`src/rtl/wbsp_i2c_cmdq.sv`:
```
// Wishbone write-only slave: command FIFO feeding the I2C byte engine, plus prescale/control registers.
// Build option I2C_CMDQ_OVF_ERR_EN: command writes never stall; a push while full is dropped and answered with err.
module wbsp_i2c_cmdq #(
    parameter int          AW           = 26,
    parameter int          DW           = 32,
    parameter int          LGFIFO       = 3,
    parameter logic [15:0] PRESCALE_RST = 16'd250
) (
    input  logic            i_clk,
    input  logic            i_reset,
    input  logic            i_wb_cyc,
    input  logic            i_wb_stb,
    input  logic [AW-1:0]   i_wb_addr,
    input  logic [DW-1:0]   i_wb_data,
    input  logic [DW/8-1:0] i_wb_sel,
    output logic            o_wb_ack,
    output logic            o_wb_stall,
    output logic            o_wb_err,
    output logic            o_cmd_valid,
    input  logic            i_cmd_ready,
    output logic [11:0]     o_cmd_data,
    output logic [15:0]     o_prescale,
    output logic            o_enable,
    output logic [LGFIFO:0] o_fifo_level
);
    localparam int DEPTH = 1 << LGFIFO;

    logic [LGFIFO:0] wr_ptr, rd_ptr;
    logic [11:0]     mem [DEPTH];
    logic [1:0]      addr;
    logic            full, empty, acc, has_sel, ovf;
    logic            push, pop, flush, ack_d, err_d;
    logic            unused_bits;

    assign addr        = i_wb_addr[1:0];
    assign unused_bits = &{1'b0, i_wb_addr[AW-1:2], i_wb_data[DW-1:16]};

    assign empty = (wr_ptr == rd_ptr);
    assign full  = (wr_ptr[LGFIFO] != rd_ptr[LGFIFO]) &&
                   (wr_ptr[LGFIFO-1:0] == rd_ptr[LGFIFO-1:0]);

`ifdef I2C_CMDQ_OVF_ERR_EN
    assign o_wb_stall = 1'b0;
    assign ovf        = (addr == 2'd0) && full;
`else
    // Conservative: a pop in the same cycle does not lift the stall.
    assign o_wb_stall = i_wb_stb && (addr == 2'd0) && full;
    assign ovf        = 1'b0;
`endif

    assign acc     = i_wb_cyc && i_wb_stb && !o_wb_stall;
    assign has_sel = |i_wb_sel;
    assign err_d   = acc && ((addr == 2'd3) || ovf);
    assign ack_d   = acc && !err_d;

    // An all-zero byte-enable write is acknowledged but has no side effect.
    assign push  = acc && has_sel && (addr == 2'd0) && !full;
    assign flush = acc && has_sel && (addr == 2'd2) && i_wb_data[1];

    assign o_cmd_valid  = !empty && o_enable;
    assign pop          = o_cmd_valid && i_cmd_ready && !flush;
    assign o_cmd_data   = mem[rd_ptr[LGFIFO-1:0]];
    assign o_fifo_level = wr_ptr - rd_ptr;

    always_ff @(posedge i_clk) begin
        if (push)
            mem[wr_ptr[LGFIFO-1:0]] <= i_wb_data[11:0];
    end

    always_ff @(posedge i_clk or posedge i_reset) begin
        if (i_reset) begin
            wr_ptr <= '0;
            rd_ptr <= '0;
        end else if (flush) begin
            wr_ptr <= '0;
            rd_ptr <= '0;
        end else begin
            if (push) wr_ptr <= wr_ptr + 1'b1;
            if (pop)  rd_ptr <= rd_ptr + 1'b1;
        end
    end

    always_ff @(posedge i_clk or posedge i_reset) begin
        if (i_reset) begin
            o_prescale <= PRESCALE_RST;
            o_enable   <= 1'b0;
            o_wb_ack   <= 1'b0;
            o_wb_err   <= 1'b0;
        end else begin
            o_wb_ack <= ack_d;
            o_wb_err <= err_d;
            if (acc && has_sel && addr == 2'd1)
                o_prescale <= i_wb_data[15:0];
            if (acc && has_sel && addr == 2'd2)
                o_enable <= i_wb_data[0];
        end
    end

endmodule

```
`config.mk`:
```
export PLATFORM = sky130hd
export DESIGN_NAME = wbsp_i2c_cmdq
export DESIGN_NICKNAME = d
export VERILOG_FILES = /design/src/rtl/wbsp_i2c_cmdq.sv
export SDC_FILE = /design/constraint.sdc
export NUM_CORES = 1
export LEC_CHECK = 0
export BUFFER_PORTS_ARGS = -buffer_cell sky130_fd_sc_hd__buf_2
export CORE_MARGIN = 5
export CORE_UTILIZATION = 54
export DETAILED_ROUTE_END_ITERATION = 10
export PLACE_DENSITY = 0.79
export SYNTH_ARGS = -nofsm -noshare
export SYNTH_HDL_FRONTEND = slang
export SYNTH_SLANG_ARGS = --single-unit
export TNS_END_PERCENT = 10
```
`constraint.sdc`:
```
create_clock -name i_clk -period 4.09 [get_ports i_clk]
set_input_delay 0.818 -clock i_clk [delete_from_list [all_inputs] [get_ports i_clk]]
set_output_delay 0.818 -clock i_clk [all_outputs]
set_load 0.03 [all_outputs]
```
# --- Yosys cells after proc, flatten, opt, wreduce, memory -nomap -nowiden ---
# Memory sizes are Yosys's and may differ from the RTL's.
# Cells that the tools add are included.
totals:
  regBits: 27
  ramBits: 96
  input_bits: 67
  output_inout_bits: 37
  n_memories: 1
classes:
  n_addsub: 3
  eq_ne: 6
  n_mux: 6
  n_reduce_logical: 25
mem_list:
  columns: ["name", "depth", "word_bits", "rd", "rd_ports_with_merged_regs", "wr", "line", "rtl"]
  rows:
  - ["mem", 8, 12, 1, 0, 1, "29", "logic [11:0] mem [DEPTH];"]
ops:
  columns: ["cell", "n"]
  rows:
  - ["1-bit logical AND", 16]
  - ["4-bit two-way mux", 4]
  - ["4-bit by 1-bit adder with 4-bit output, second input constant", 2]
  - ["1-bit zero test", 5]
  - ["2-bit equality test, second input constant", 2]
  - ["4-bit equality test", 1]
  - ["2-bit nonzero test", 2]
  - ["4-bit OR reduction", 1]
  - ["4-bit subtractor", 1]
  - ["3-bit equality test", 1]
  - ["2-bit by 1-bit equality test with 1-bit output, second input constant", 1]
  - ["2-bit zero test", 1]
  - ["1-bit two-way mux", 2]
  - ["1-bit != test", 1]

# --- Depth between registers and ports, before layout ---
logic_depth:
  ltp_word: 12
  ltp_mapped: 9
  mapped_depth_nobuf: 6

# --- Worst setup path after synthesis ---
# No wires, ideal clock.
synth_timing:
  path_type: "register to register"
  startpoint: "register rd_ptr[1]"
  endpoint: "memory mem[0][0], enable pin"
  setup_time_ns: 0.412
  arrival_time_ns: 3.035
  required_time_ns: 3.678
  slack_ns: 0.643
  path_stages_with_launch: 9
  cell_sequence: "dfrtp_1 clkbuf_1 buf_1 inv_1 ha_1 nand3_1 o2111ai_1 buf_2 nor4_1"
synth_between:
  elab_chain_len: 10
  elab_cells_between_ends: 11
  classes_between: "1 x eq/ne; 2 x mux; 8 x reduce/logical"
synth_rtl:
  columns: ["item", "line", "rtl"]
  rows:
  - ["from (decl)", "28", "logic [LGFIFO:0] wr_ptr, rd_ptr;"]
  - ["from (signal assigned)", "79", "if (pop) rd_ptr <= rd_ptr + 1'b1;"]
  - ["3-bit equality test (*)", "40", "(wr_ptr[LGFIFO-1:0] == rd_ptr[LGFIFO-1:0]);"]
  - ["1-bit logical AND (*)", "39", "assign full = (wr_ptr[LGFIFO] != rd_ptr[LGFIFO]) &&"]
  - ["1-bit logical AND", "47", "assign o_wb_stall = i_wb_stb && (addr == 2'd0) && full;"]
  - ["1-bit zero test", "51", "assign acc = i_wb_cyc && i_wb_stb && !o_wb_stall;"]
  - ["1-bit logical AND", "51", null]
  - ["1-bit logical AND (2 in series)", "57", "assign push = acc && has_sel && (addr == 2'd0) && !full;"]
  - ["1-bit logical AND (*)", "57", null]
  - ["1-bit two-way mux (*)", "66", "if (push)"]
  - ["1-bit two-way mux (implied by the code) (*)", "67", "mem[wr_ptr[LGFIFO-1:0]] <= i_wb_data[11:0];"]
  - ["to (decl)", "29", null]
# Mark *: on every way between the ends. The rest lies on a longest branch, timed or not.

# --- Worst setup path after layout ---
layout_timing:
  startpoint: "register rd_ptr[1]"
  endpoint: "output port o_fifo_level[3]"
layout_between:
  elab_chain_len: 1
layout_rtl:
  columns: ["item", "line", "rtl"]
  rows:
  - ["4-bit subtractor", "63", "assign o_fifo_level = wr_ptr - rd_ptr;"]
  - ["to (decl)", "24", "output logic [LGFIFO:0] o_fifo_level"]
# Every way passes these cells.

==> reports/results.tsv <==
stage	metric	value	unit
routing	ant_nets	0	
cts	htree_levels	4	
floorplanning	dieArea	0.0113	sq mm
run	drv_cap	0	
sta	fmax	311	MHz
routing	vias	2807	
floorplanning	die_y	106	um
sta	skew	9.48	ps
yosys	synth_edf_count	96	
sta	hold_viol	0	
critical_path	crit_fanout	14	
critical_path	path_class	reg -> out	
sta	fin_tns_setup	0	ps
placement	post_dp_cell_area	0.00553	sq mm
yosys	ys_seq_area_share	71.3	%
floorplanning	coreArea	0.00915	sq mm
critical_path	critPathArrivalTime	2400	ps
floorplanning	die-width	106	um
cts	path_clk_slew	60	ps
grt	grt_pass1_wl	15800	um
min_path	hold_class	in -> async	
cts	cts-root-buf	clkbuf_8	
grt	track_usage	19.2	%
critical_path	endpoint_kind	output port	
sta	slew_viol_final	0	
yosys	ys.warnings.count	0	
power_and_ir_drop	p_leak	2.39	nW
critical_path	crit_family	flip-flops	
cts	cts.path.max_buffers	2	
sta	period_minus_slack	3220	ps
grt	grt-ovfl-total	0	
cts	cts_tree	yes	
power_and_ir_drop	power_density	735	mW/mm^2
routing	wl	10100	um
yosys	ys_types	37	
routing	drtIter0Drc	163	
finish	nets	445	
routing	vias_per_cell	5.66	
critical_path	r2r-start	rd_ptr[1]	
cts	holdBufCountCts	0	
critical_path	crit_required	3270	ps
outcome	status	completed	
critical_path	cp.buffers_inverters	2	
finish	final_common_cell	edfxtp_1	
floorplanning	initial_core_util	54.7	%
finish	fin_cells	496	
power_and_ir_drop	ir_drop	0.446	mV
cts	numCtsBuffers	17	
placement	routabilityCongestion	0.726	
yosys	syn_nets	357	
finish	stdcell_area	0.00611	sq mm
yosys	syn_area	0.00500	sq mm
finish	final_layout_size_suffix_gt1_share	41.8	%
yosys	async_flop_share	22.0	%
yosys	synthCells	284	
sta	tightest_slew	1030	ps
yosys	ys_ff_latch	123	
sta	rsz0062_at_grt	false	
cts	cts_resized	0	
cts	postCtsSetupBuffers	0	
sta	setup_violations	0	
routing	drcViolationCount	0	
sta	relSlewSlack	31.5	%
critical_path	path_cells	inv_1 -> ha_1 -> a21o_1 -> a21oi_1 -> xnor2_1 -> buf_2	
yosys	dominantRegCellSynth	edfxtp_1	
placement	dpl.hpwl	6180	um
grt	antenna_found_initial	0	
critical_path	cp_slowest_stage_delay	750	ps
routing	routedWlPerCell	20.4	um
cts	numClockSinks	123	
finish	layout_common_cells	96 x edfxtp_1, 63 x buf_2, 41 x nand2_1	
finish	diodes	0	
finish	area_growth	22.2	%
floorplanning	ios	104	
grt	grt_max_degree	28	
routing	dr.pass1.iters	4	
placement	dp.cells	464	
finish	utilization	66.8	%
cts	worstSkewPairLatency	510	ps
critical_path	cp_slowest_cell	dfrtp_1	
grt	grt_pass1_vias	2892	
critical_path	start_kind	flip-flop	
placement	io_buffers	63	
sta	post-route-period-util	78.6	%
critical_path	cp-startpoint	rd_ptr[1]	
floorplanning	fp-row-count	35	
yosys	postSynthAreaPerCell	17.6	sq um
[power breakdown]
part	leakage [nW]	internal [mW]	switching, mW
logic	0.920	0.567	0.918
clock network	0.280	0.926	0.527
registers	1.19	1.45	0.101
total	2.39	2.94	1.55
[layer usage]
layer / up-vias / part of all wire, % / global-route usage, % / wire length (um)
met3: 8 / 5.9 / 4.80 / 598
met2: 106 / 53 / 32.9 / 5360
li1: 1262 / - / - / -
met4: 0 / 0.92 / 7.03 / 93
met5: - / 0 / 0 / 0
met1: 1431 / 40 / 23.7 / 4060
[stage by stage]
stage	setup slack (ps)	hold slack, ps	power, mW
6_report	873	380	4.49
5_1_grt	700	408	4.71
4_1_cts	834	377	4.54
3_5_place_dp	1330	493	3.07
3_3_place_gp	1370	486	3.04
2_1_floorplan	643	508	2.65
[flip-flops by register name, summed over array words and instances (netlist names)]
register	count
wr_ptr	4
mem	96
rd_ptr	4
o_wb_err	1
o_enable	1
o_wb_ack	1
o_prescale	16
[cells by family (layout without fill, tap and decap cells)]
logic type / count (synthesis) / in the layout / synth area share, %
fa+ha+maj: 6 / 6 / 1.65
buf+inv: 23 / 124 / 2.30
flops: 123 / 123 / 71.2
simple gates: 69 / 69 / 6.08
compound gates: 13 / 13 / 1.73
xor+xnor: 7 / 7 / 1.23
mux: 43 / 43 / 15.8
[cells in the mapped netlist (all sizes together), types with 2 or more instances]
library cell | instances | area, sq um
edfxtp | 96 | 2880
nand2 | 41 | 154
mux4 | 24 | 541
dfrtp | 21 | 526
mux2 | 17 | 229
inv | 11 | 41.3
nor2 | 11 | 41.3
buf | 7 | 55.1
dfstp | 6 | 158
clkbuf | 5 | 18.8
ha | 5 | 62.6
xnor2 | 5 | 43.8
a21oi | 4 | 20.0
nor3 | 4 | 20.0
nand3 | 3 | 15.0
and3 | 2 | 12.5
mux2i | 2 | 20.0
o2111ai | 2 | 17.5
o21ai | 2 | 10.0
or3 | 2 | 12.5
xor2 | 2 | 17.5
[final timing paths]
path | slack (ps) | to | cells past startpoint
setup / recovery | 870 | o_fifo_level[3] | 6
min in group i_clk | 500 | o_prescale[13] | 1
setup reg to reg | 1310 | mem[4][4] | 8
hold reg to reg | 500 | o_prescale[13] | 1
max in group asynchronous | 3380 | o_prescale[1] | 3
hold / removal | 380 | o_prescale[8] | 3
[worst min-delay path: stages]
cell,delay [ps]
buf_2,90
inv_1,40
buf_4,350
[cell type report]
type	instances	area [sq um]
Timing Repair Buffer	81	450
Multi-Input combinational cell	138	1330
Clock inverter	15	174
Inverter	11	41.3
Fill cell	590	3040
Clock buffer	17	414
Sequential cell	123	3570
Tap cell	111	139
No activity file was read; power rests on OpenSTA's default activity.
